===== config.mk =====
export PLATFORM = sky130hd
export DESIGN_NAME = irq_arbiter
export DESIGN_NICKNAME = d
export VERILOG_FILES = /design/src/rtl/irq_arbiter.sv
export SDC_FILE = /design/constraint.sdc
export NUM_CORES = 1
export LEC_CHECK = 0
export ABC_CLOCK_PERIOD_IN_PS = 11920
export CAP_MARGIN = 20
export CORE_UTILIZATION = 52
export CTS_BUF_LIST = sky130_fd_sc_hd__clkbuf_8 sky130_fd_sc_hd__clkbuf_16
export DETAILED_ROUTE_END_ITERATION = 10
export GPL_ROUTABILITY_DRIVEN = 0
export GPL_TIMING_DRIVEN = 0
export PLACE_DENSITY = 0.82
export SETUP_SLACK_MARGIN = 0.15
export SYNTH_ARGS = -nofsm -noshare
export SYNTH_HDL_FRONTEND = slang
export SYNTH_SLANG_ARGS = --single-unit

===== constraint.sdc =====
create_clock -name clk -period 11.92 [get_ports clk]
set_input_delay 2.98 -clock clk [delete_from_list [all_inputs] [get_ports clk]]
set_output_delay 2.98 -clock clk [all_outputs]
set_load 0.02 [all_outputs]

===== src/rtl/irq_arbiter.sv =====
// rtl/irq_arbiter.sv - interrupt arbiter for error, button and ebreak sources (optional IRQ_DEBOUNCE_EN)
module irq_arbiter #(
    parameter int DEB_CYCLES = 16
) (
    input  logic        clk,
    input  logic        rst,
    input  logic [4:0]  but,
    input  logic        ebreak,
    input  logic [3:0]  error,
    input  logic [31:0] if_pc,
    input  logic [31:0] id_pc,
    input  logic        use_if_pc,
    output logic        irq_valid,
    input  logic        irq_ready,
    output logic [31:0] irq_vec,
    output logic [31:0] irq_cause,
    output logic [31:0] irq_epc,
    output logic [31:0] irq_bs,
    input  logic        irq_done,
    output logic        busy,
    output logic [2:0]  pending
);

    typedef enum logic [1:0] {
        ST_IDLE    = 2'd0,
        ST_OFFER   = 2'd1,
        ST_SERVICE = 2'd2
    } state_t;

    // Class index doubles as the pending bit position.
    localparam logic [1:0] CL_EBREAK = 2'd0;
    localparam logic [1:0] CL_BUTTON = 2'd1;
    localparam logic [1:0] CL_ERROR  = 2'd2;

    logic [4:0] sync1_q, sync2_q;
    logic [4:0] btn_lvl;

    // Two-flop synchronizer for the asynchronous button inputs.
    always_ff @(posedge clk or posedge rst) begin
        if (rst) begin
            sync1_q <= '0;
            sync2_q <= '0;
        end else begin
            sync1_q <= but;
            sync2_q <= sync1_q;
        end
    end

`ifdef IRQ_DEBOUNCE_EN
    localparam int CW = $clog2(DEB_CYCLES + 1);

    logic [CW-1:0] cnt_q [5];
    logic [CW-1:0] cnt_d [5];
    logic [4:0]    filt_q, filt_d;

    // Per-button counter: runs while the synchronized level differs from the filtered one.
    always_comb begin
        filt_d = filt_q;
        for (int i = 0; i < 5; i++) begin
            cnt_d[i] = '0;
            if (sync2_q[i] != filt_q[i]) begin
                if (cnt_q[i] == CW'(DEB_CYCLES - 1)) begin
                    filt_d[i] = sync2_q[i];
                end else begin
                    cnt_d[i] = cnt_q[i] + 1'b1;
                end
            end
        end
    end

    // Debounce state registers.
    always_ff @(posedge clk or posedge rst) begin
        if (rst) begin
            filt_q <= '0;
            for (int i = 0; i < 5; i++) cnt_q[i] <= '0;
        end else begin
            filt_q <= filt_d;
            for (int i = 0; i < 5; i++) cnt_q[i] <= cnt_d[i];
        end
    end

    assign btn_lvl = filt_q;
`else
    assign btn_lvl = sync2_q;
`endif

    logic       btn_or_q;
    logic       btn_evt;
    logic [2:0] btn_code;

    assign btn_evt = (|btn_lvl) & ~btn_or_q;

    // Button code with priority u > d > l > r > c.
    always_comb begin
        btn_code = 3'd0;
        if (btn_lvl[3])      btn_code = 3'd1;
        else if (btn_lvl[2]) btn_code = 3'd2;
        else if (btn_lvl[1]) btn_code = 3'd3;
        else if (btn_lvl[0]) btn_code = 3'd4;
        else if (btn_lvl[4]) btn_code = 3'd5;
    end

    state_t      state_q, state_d;
    logic [1:0]  served_q, served_d;
    logic        irq_valid_q, irq_valid_d;
    logic        busy_q, busy_d;
    logic [31:0] vec_q, vec_d;
    logic [31:0] cause_q, cause_d;
    logic [31:0] epc_q, epc_d;
    logic [31:0] bs_q, bs_d;

    logic [2:0]  pend_q, pend_d;
    logic [2:0]  clr;
    logic        err_set;
    logic [3:0]  err_code_q, err_code_d;
    logic [31:0] err_pc_q, err_pc_d;
    logic [2:0]  btn_code_q, btn_code_d;
    logic [31:0] btn_pc_q, btn_pc_d;
    logic [31:0] ebk_pc_q, ebk_pc_d;

    // Handshake clears the served class; a same-cycle set re-arms it and the error slot reopens.
    always_comb begin
        clr = 3'b000;
        if (state_q == ST_OFFER && irq_ready) begin
            clr[served_q] = 1'b1;
        end
        err_set    = (error != 4'd0) && (!pend_q[CL_ERROR] || clr[CL_ERROR]);
        pend_d     = (pend_q & ~clr) | {err_set, btn_evt, ebreak};
        err_code_d = err_set ? error : err_code_q;
        err_pc_d   = err_set ? id_pc : err_pc_q;
        btn_code_d = btn_evt ? btn_code : btn_code_q;
        btn_pc_d   = btn_evt ? (use_if_pc ? if_pc : id_pc) : btn_pc_q;
        ebk_pc_d   = ebreak ? id_pc : ebk_pc_q;
    end

    // Sticky pending flags, latched payloads and button edge history.
    always_ff @(posedge clk or posedge rst) begin
        if (rst) begin
            pend_q     <= '0;
            err_code_q <= '0;
            err_pc_q   <= '0;
            btn_code_q <= '0;
            btn_pc_q   <= '0;
            ebk_pc_q   <= '0;
            btn_or_q   <= 1'b0;
        end else begin
            pend_q     <= pend_d;
            err_code_q <= err_code_d;
            err_pc_q   <= err_pc_d;
            btn_code_q <= btn_code_d;
            btn_pc_q   <= btn_pc_d;
            ebk_pc_q   <= ebk_pc_d;
            btn_or_q   <= |btn_lvl;
        end
    end

    // Next state and offer payload; payload only changes when an offer is loaded in IDLE.
    always_comb begin
        state_d     = state_q;
        served_d    = served_q;
        irq_valid_d = irq_valid_q;
        busy_d      = busy_q;
        vec_d       = vec_q;
        cause_d     = cause_q;
        epc_d       = epc_q;
        bs_d        = bs_q;
        case (state_q)
            ST_IDLE: begin
                if (pend_q[CL_ERROR]) begin
                    served_d = CL_ERROR;
                    vec_d    = 32'h0000_F008;
                    // Codes beyond the defined three are reported as an opcode fault.
                    case (err_code_q)
                        4'd1:    cause_d = 32'd3;
                        4'd2:    cause_d = 32'd4;
                        default: cause_d = 32'd5;
                    endcase
                    epc_d    = err_pc_q;
                    bs_d     = 32'd0;
                end else if (pend_q[CL_BUTTON]) begin
                    served_d = CL_BUTTON;
                    vec_d    = 32'h0000_F010;
                    cause_d  = 32'd6;
                    epc_d    = btn_pc_q;
                    bs_d     = {29'd0, btn_code_q};
                end else begin
                    served_d = CL_EBREAK;
                    vec_d    = 32'h0000_F000;
                    cause_d  = 32'd1;
                    epc_d    = ebk_pc_q;
                    bs_d     = 32'd0;
                end
                if (pend_q != 3'b000) begin
                    state_d     = ST_OFFER;
                    irq_valid_d = 1'b1;
                    busy_d      = 1'b1;
                end else begin
                    served_d = served_q;
                    vec_d    = vec_q;
                    cause_d  = cause_q;
                    epc_d    = epc_q;
                    bs_d     = bs_q;
                end
            end
            ST_OFFER: begin
                if (irq_ready) begin
                    state_d     = ST_SERVICE;
                    irq_valid_d = 1'b0;
                end
            end
            ST_SERVICE: begin
                if (irq_done) begin
                    state_d = ST_IDLE;
                    busy_d  = 1'b0;
                end
            end
            default: begin
                state_d     = ST_IDLE;
                irq_valid_d = 1'b0;
                busy_d      = 1'b0;
            end
        endcase
    end

    // Arbiter FSM with registered outputs.
    always_ff @(posedge clk or posedge rst) begin
        if (rst) begin
            state_q     <= ST_IDLE;
            served_q    <= CL_EBREAK;
            irq_valid_q <= 1'b0;
            busy_q      <= 1'b0;
            vec_q       <= '0;
            cause_q     <= '0;
            epc_q       <= '0;
            bs_q        <= '0;
        end else begin
            state_q     <= state_d;
            served_q    <= served_d;
            irq_valid_q <= irq_valid_d;
            busy_q      <= busy_d;
            vec_q       <= vec_d;
            cause_q     <= cause_d;
            epc_q       <= epc_d;
            bs_q        <= bs_d;
        end
    end

    assign irq_valid = irq_valid_q;
    assign busy      = busy_q;
    assign pending   = pend_q;
    assign irq_vec   = vec_q;
    assign irq_cause = cause_q;
    assign irq_epc   = epc_q;
    assign irq_bs    = bs_q;

endmodule

==> qor.csv <==
stage,metric,value,unit
status,status,finished clean,
die,fp-row-count,43,
die,io_pins,212,
cts,cts_buffer_depth,2,
yosys,async_reset_ff_frac,1.00,
sta,fmax,221,MHz
sta,hold_slack,347,ps
worst_hold_path,whs_path_depth,0,
worst_setup_path,rrSetupSlack,9950,ps
cts,postCtsSetupBuffers,0,
worst_setup_path,required,8940,ps
die,die_y,123,um
sta,setup-tns-final,0,ps
cts,clk_pin_slew,60,ps
cts,ctsResizeCount,0,
worst_setup_path,rr_startpoint,pending[1],
routing,drc_errors,0,
placed_design,io_buffers,125,
power,peakVddDrop,128,uV
routing,routed_wl,17300,um
die,coreArea,0.0141,mm2
die,start_util,0.541,
cts,clock-sinks,162,
routing,firstDrtPassIters,4,
placed_design,hpwlAfterDp,12000,um
global_routing,grt_max_degree,90,
worst_setup_path,endpoint_kind,output pin,
global_routing,grt_use_total,0.246,
final_layout,drive_gt1_frac,0.224,
power,power.leakage,4.94,nW
worst_setup_path,cp_max_fo,5,
routing,vias,5430,
yosys,ys.flop_type,dfrtp_1,
yosys,ys_types,34,
cts,clk_latency,420,ps
yosys,synth_edf_count,0,
cts,holdBufCountCts,0,
cts,ctsRootBufferMaster,clkbuf_16,
worst_hold_path,hold_start,sync1_q[1],
worst_setup_path,critPathLaunchType,register,
final_layout,diodes,0,
die,die_area,0.0152,mm2
worst_setup_path,crit_type,reg -> out,
cts,cts_tree,yes,
yosys,syn_inst,673,
sta,skew,7.22,ps
yosys,synth_seq_cells,162,
yosys,avgSynthCellArea,11.3,um2
yosys,ys_warn_count,0,
routing,detail-route-antenna-nets,0,
flow_run,maxCapViolations,0,
routing,drt_iter0_drc,252,
sta,rsz0062_at_grt,no,
sta,maxSlewHeadroom,0.437,
worst_hold_path,whs_endpoint,btn_lvl[1],
yosys,synth_seq_area_share,0.532,
placed_design,place_inst,1062,
global_routing,grt_overflow,0,
sta,hold_violations,0,
sta,slew_violations,0,
worst_hold_path,min_path_type,reg -> reg,
final_layout,layout.cells.non_filler,1094,
die,die_x,123,um
yosys,syn_area,0.00763,mm2
sta,layout_min_cycle_time,4520,ps
global_routing,grt_pass1_wl,27700,um
worst_setup_path,worst_ep_arrival_time,1540,ps
cts,cts_made_buffers,17,
sta,worst_slew_pin_slew,844,ps
routing,vias_per_cell,4.96,
routing,routedWlPerCell,15.9,um
global_routing,grt_pass1_vias,5355,
global_routing,antenna_found_initial,0,
worst_setup_path,rr_endpoint,irq_epc[31],
power,powerDensity,209,mW/mm2
final_layout,fillers,1065,
worst_setup_path,reg2reg_depth,7,
final_layout,layout.nets,980,
cts,ctsHtreeMaxLevel,4,
sta,setup_viol,0,
final_layout,synthToLayoutAreaGrowth,31.5,%
sta,timing.final.crit_share,0.379,
-- per-stage QoR --
| step | instance area, um2 | setup WS [ps] | util | power [mW] |
|---|---|---|---|---|
| after detailed placement | 9450 | 7120 | 0.670 | 1.57 |
| after global placement | 9410 | 2520 | 0.668 | 1.55 |
| after CTS | 10000 | 7380 | 0.711 | 2.11 |
| after floorplan | 7940 | 4560 | - | 1.30 |
| after global routing | 10000 | 7350 | 0.711 | 2.21 |
| final | 10000 | 7400 | 0.711 | 2.09 |
-- layer usage --
layer / part of all wire / track usage / wire length, um
met1: 0.43 / 0.319 / 7470
met2: 0.50 / 0.408 / 8660
met3: 0.054 / 0.0540 / 939
met4: 0.016 / 0.0843 / 276
met5: 0 / 0 / 0
-- power by group --
group | internal (mW) | total [mW] | switching, mW
logic | 0.375 | 0.741 | 0.367
registers | 0.723 | 0.829 | 0.106
clock network | 0.313 | 0.525 | 0.212
total | 1.41 | 2.09 | 0.684
-- logic make-up (layout without fill, tap and decap cells) --
| group | count (synthesis) | in the layout | synth area share |
|---|---|---|---|
| buffers and inverters | 132 | 290 | 0.117 |
| DFF | 162 | 162 | 0.532 |
| other | 1 | 84 | 0.000492 |
| muxes | 128 | 128 | 0.191 |
| AOI/OAI and AO/OA | 122 | 122 | 0.0893 |
| and+or+nand+nor | 128 | 128 | 0.0705 |
-- flip-flops by register name (all words and copies together), names as in the netlist, 3 cells and up --
name	flops
err_code_q	4
btn_code_q	3
irq_bs	3
irq_epc	32
irq_cause	3
btn_lvl	5
err_pc_q	32
pending	3
btn_pc_q	32
ebk_pc_q	32
sync1_q	5
-- worst max-delay path by stage --
| stage | start | end | slack [ps] |
|---|---|---|---|
| floorplan | rst | btn_code_q[0] | 4560 |
| global placement | rst | btn_pc_q[11] | 2520 |
| detailed placement | error[0] | err_pc_q[3] | 7120 |
| CTS | irq_vec[14] | irq_vec[13] | 7380 |
| global route | irq_vec[14] | irq_vec[14] | 7350 |
| finish | irq_vec[14] | irq_vec[13] | 7400 |
-- cell type report --
| cell class | count | area [um2] | area share |
|---|---|---|---|
| plain buffers | 127 | 872 | 0.0870 |
| clock buffers | 22 | 494 | 0.0493 |
| clock inverters | 10 | 83.8 | 0.00836 |
| inverters | 5 | 26.3 | 0.00262 |
| multi-input cells | 462 | 2990 | 0.298 |
| flip-flops and latches | 162 | 4050 | 0.404 |
| well taps | 180 | 225 | 0.0225 |
| repair buffers | 126 | 1280 | 0.128 |
-- cells in the final DEF, fill, tap and decap left out, types with 5 or more instances in the layout --
master and instances:
dfrtp_1 162, nand2_1 40, nand2b_1 5, conb_1 84, clkdlybuf4s50_1 125, buf_2 14
buf_1 8, inv_1 6, nor2_1 72, clkbuf_1 13, mux2_4 26, a22o_1 8
mux2i_1 64, o21ai_0 35, clkbuf_16 17, clkbuf_8 5, mux2_2 38, buf_4 88
a21oi_1 68
-- cell usage after synthesis, types with 2 or more instances --
cell	instances	area [um2]
nor3_1	3	15.0
inv_1	5	18.8
nor4_1	2	12.5
buf_12	2	40.0
mux2_4	26	390
nand3b_1	2	15.0
mux2i_1	64	641
a21o_1	3	22.5
nand2_1	40	150
mux2_2	38	428
buf_4	88	661
buf_1	8	30.0
buf_6	2	22.5
a22o_1	8	70.1
a21oi_1	68	340
clkbuf_1	13	48.8
buf_2	14	70.1
o21ai_0	35	175
nand2b_1	5	31.3
dfrtp_1	162	4050
nor2_1	72	270
-- worst max-delay path, stage by stage, from the launching register on --
cell and delay, ps:
dfrtp_1 400, buf_4 130, clkdlybuf4s50_1 590
(Power assumes the default switching activity.)
==> RTL change: new RTL, same flow settings <==
Encoding of `state_t`: now one-hot (3 bits for 3 states).
--- a/src/rtl/irq_arbiter.sv
+++ b/src/rtl/irq_arbiter.sv
@@ -21,10 +21,10 @@
     output logic [2:0]  pending
 );
 
-    typedef enum logic [1:0] {
-        ST_IDLE    = 2'd0,
-        ST_OFFER   = 2'd1,
-        ST_SERVICE = 2'd2
+    typedef enum logic [2:0] {
+        ST_IDLE    = 3'b001,
+        ST_OFFER   = 3'b010,
+        ST_SERVICE = 3'b100
     } state_t;
 
     // Class index doubles as the pending bit position.
Behaviour: same outputs for any inputs over 4 cycles, from zero or initial values and one cycle with rst high; so few cycles prove little.
==> RTL change against the original RTL <==
- critical path depth unchanged
- power decreased by 0.66%
- worst setup slack improved by 0.0011 ns
- routed wire length up 1.3%
- utilization shrank 1.5 points
- die area rose by 1.2%
- design area rose by 1.0%
- sequential cell count up 1
- fmax hardly changed
- area after synthesis is 1.2% higher
- clock skew increased by 0.0031 ns
- largest cell class unchanged
- sequential share of layout area decreased by 0.14 points
- cell count increased by 1.3%
==> RTL change: results (changes against the original RTL) <==
status=complete, no violations; reg2reg path depth=5 (-2); routed wl met3=1260 um (+34%); WL final=17,600 um (+1.3%); share of post-route cells with drive strength above 1=21.9% (-0.57 points); placement-stage cell area=9550 sq um (+1.1%); Synth cell types=39 (+15%); DP Wirelength=12,000 um (about the same); crit-path leading delay family=buffers and inverters; first-pass GRT wire length=27,800 um (+0.32%); met2 global-route usage=40.9% (+0.14 points); vias in the first global route=5,440 (+1.6%); post-DR vias/cell=4.97 (+0.17%); dpl ws=7.09 ns (-0.0264 ns); nets@finish=991 (+1.1%); reg-to-reg critical path endpoint=irq_epc[4]; DR pass1 iterations=4 (unchanged); worst hold path depth=0 (unchanged); htree depth=4 (unchanged); Rel. slew slack=42.8% (-0.90 points); Fillers=1,119 (+5.1%); r2r setup slk=9.72 ns (-0.23 ns); GR Util met1=31.6% (-0.29 points); Post-synth top cells=dfrtp_1, buf_4, nor2_1; clock latency on the worst-skew pair=0.43 ns; Seq/Total Area, Yosys=52.8% (-0.31 points); clock tree root driver cell=clkbuf_16; Worst Path Max Fanout=5 (unchanged); Hold Crit Endpoint=btn_lvl[3]; RR Startpoint=pending[2]; slowest CP cell=clkdlybuf4s50_1; worst vdd ir=0.000140 V (+9.4%); met2 routed WL=8610 um (-0.50%); leakage=4.99 nW (+0.86%); top cells by area, synth=dfrtp_1, buf_4, mux2i_1; met3 usage in global routing=5.63% (+0.24 points); Global Route Usage Sum=24.5% (-0.060 points); M1 wire length=7490 um (+0.23%); Worst EP arrival=1.54 ns (about the same); Starting DRT DRC Count=261 (+3.6%); hold_sp=sync1_q[3]; largest net degree at the start of global routing=91 (+1.1%); deepest clock path buffer count=2 (unchanged); ANT cells=0 (unchanged); initial antenna violation count=0 (unchanged); setup skew after layout=0.0103 ns (+0.00307 ns); Async SR Flop Fraction=100% (unchanged)
-- RTL change: cell types whose count changed after synthesis, moves of 3 or more --
cell / unedited run / this run
inv_1: 5 / 8
o21ai_0: 35 / 39
a22o_1: 8 / 3
nand3_1: 0 / 3
buf_2: 14 / 5
clkbuf_1: 13 / 22
-- RTL change: cell type report --
class	count	area, sq um	area share [%]
Buffer	126	870	8.59
Clock buffer	20	467	4.61
Clock inverter	11	111	1.10
Inverter	8	37.5	0.371
Multi-Input combinational cell	470	3050	30.1
Sequential cell	163	4080	40.3
Tap cell	184	230	2.27
Timing Repair Buffer	126	1280	12.6
-- RTL change: worst max path at each step --
stage | to | slack, ns | cells after the start
after floorplan | btn_code_q[0] | 4.54 | 1
final | irq_vec[15] | 7.40 | 2
after detailed placement | err_pc_q[31] | 7.09 | 7
after global placement | irq_epc[10] | 2.46 | 2
after global routing | irq_vec[15] | 7.35 | 2
after CTS | irq_vec[15] | 7.38 | 2
-- RTL change: power breakdown --
part	switching, W	internal (W)
logic	0.000350	0.000354
registers	0.000111	0.000730
clock network	0.000215	0.000321
total	0.000676	0.00141
-- RTL change: kinds of logic (layout without fill, tap and decap cells) --
family	Yosys count	after routing	share of synthesized area, %
AO/OA/AOI/OAI	123	123	8.88
buffers and inverters	134	291	11.7
other	1	84	0.0486
multiplexers	130	130	19.3
flip-flops	163	163	52.8
AND/OR/NAND/NOR	133	133	7.29
-- RTL change: metrics by stage --
stage / util [%] / hold WS [ns] / cells
after floorplan: - / 0.331 / 767
after global placement: 65.5 / 0.334 / 1076
after detailed placement: 65.7 / 0.336 / 1077
after CTS: 69.7 / 0.349 / 1108
after global routing: 69.7 / 0.355 / 1108
final: 69.7 / 0.347 / 1108
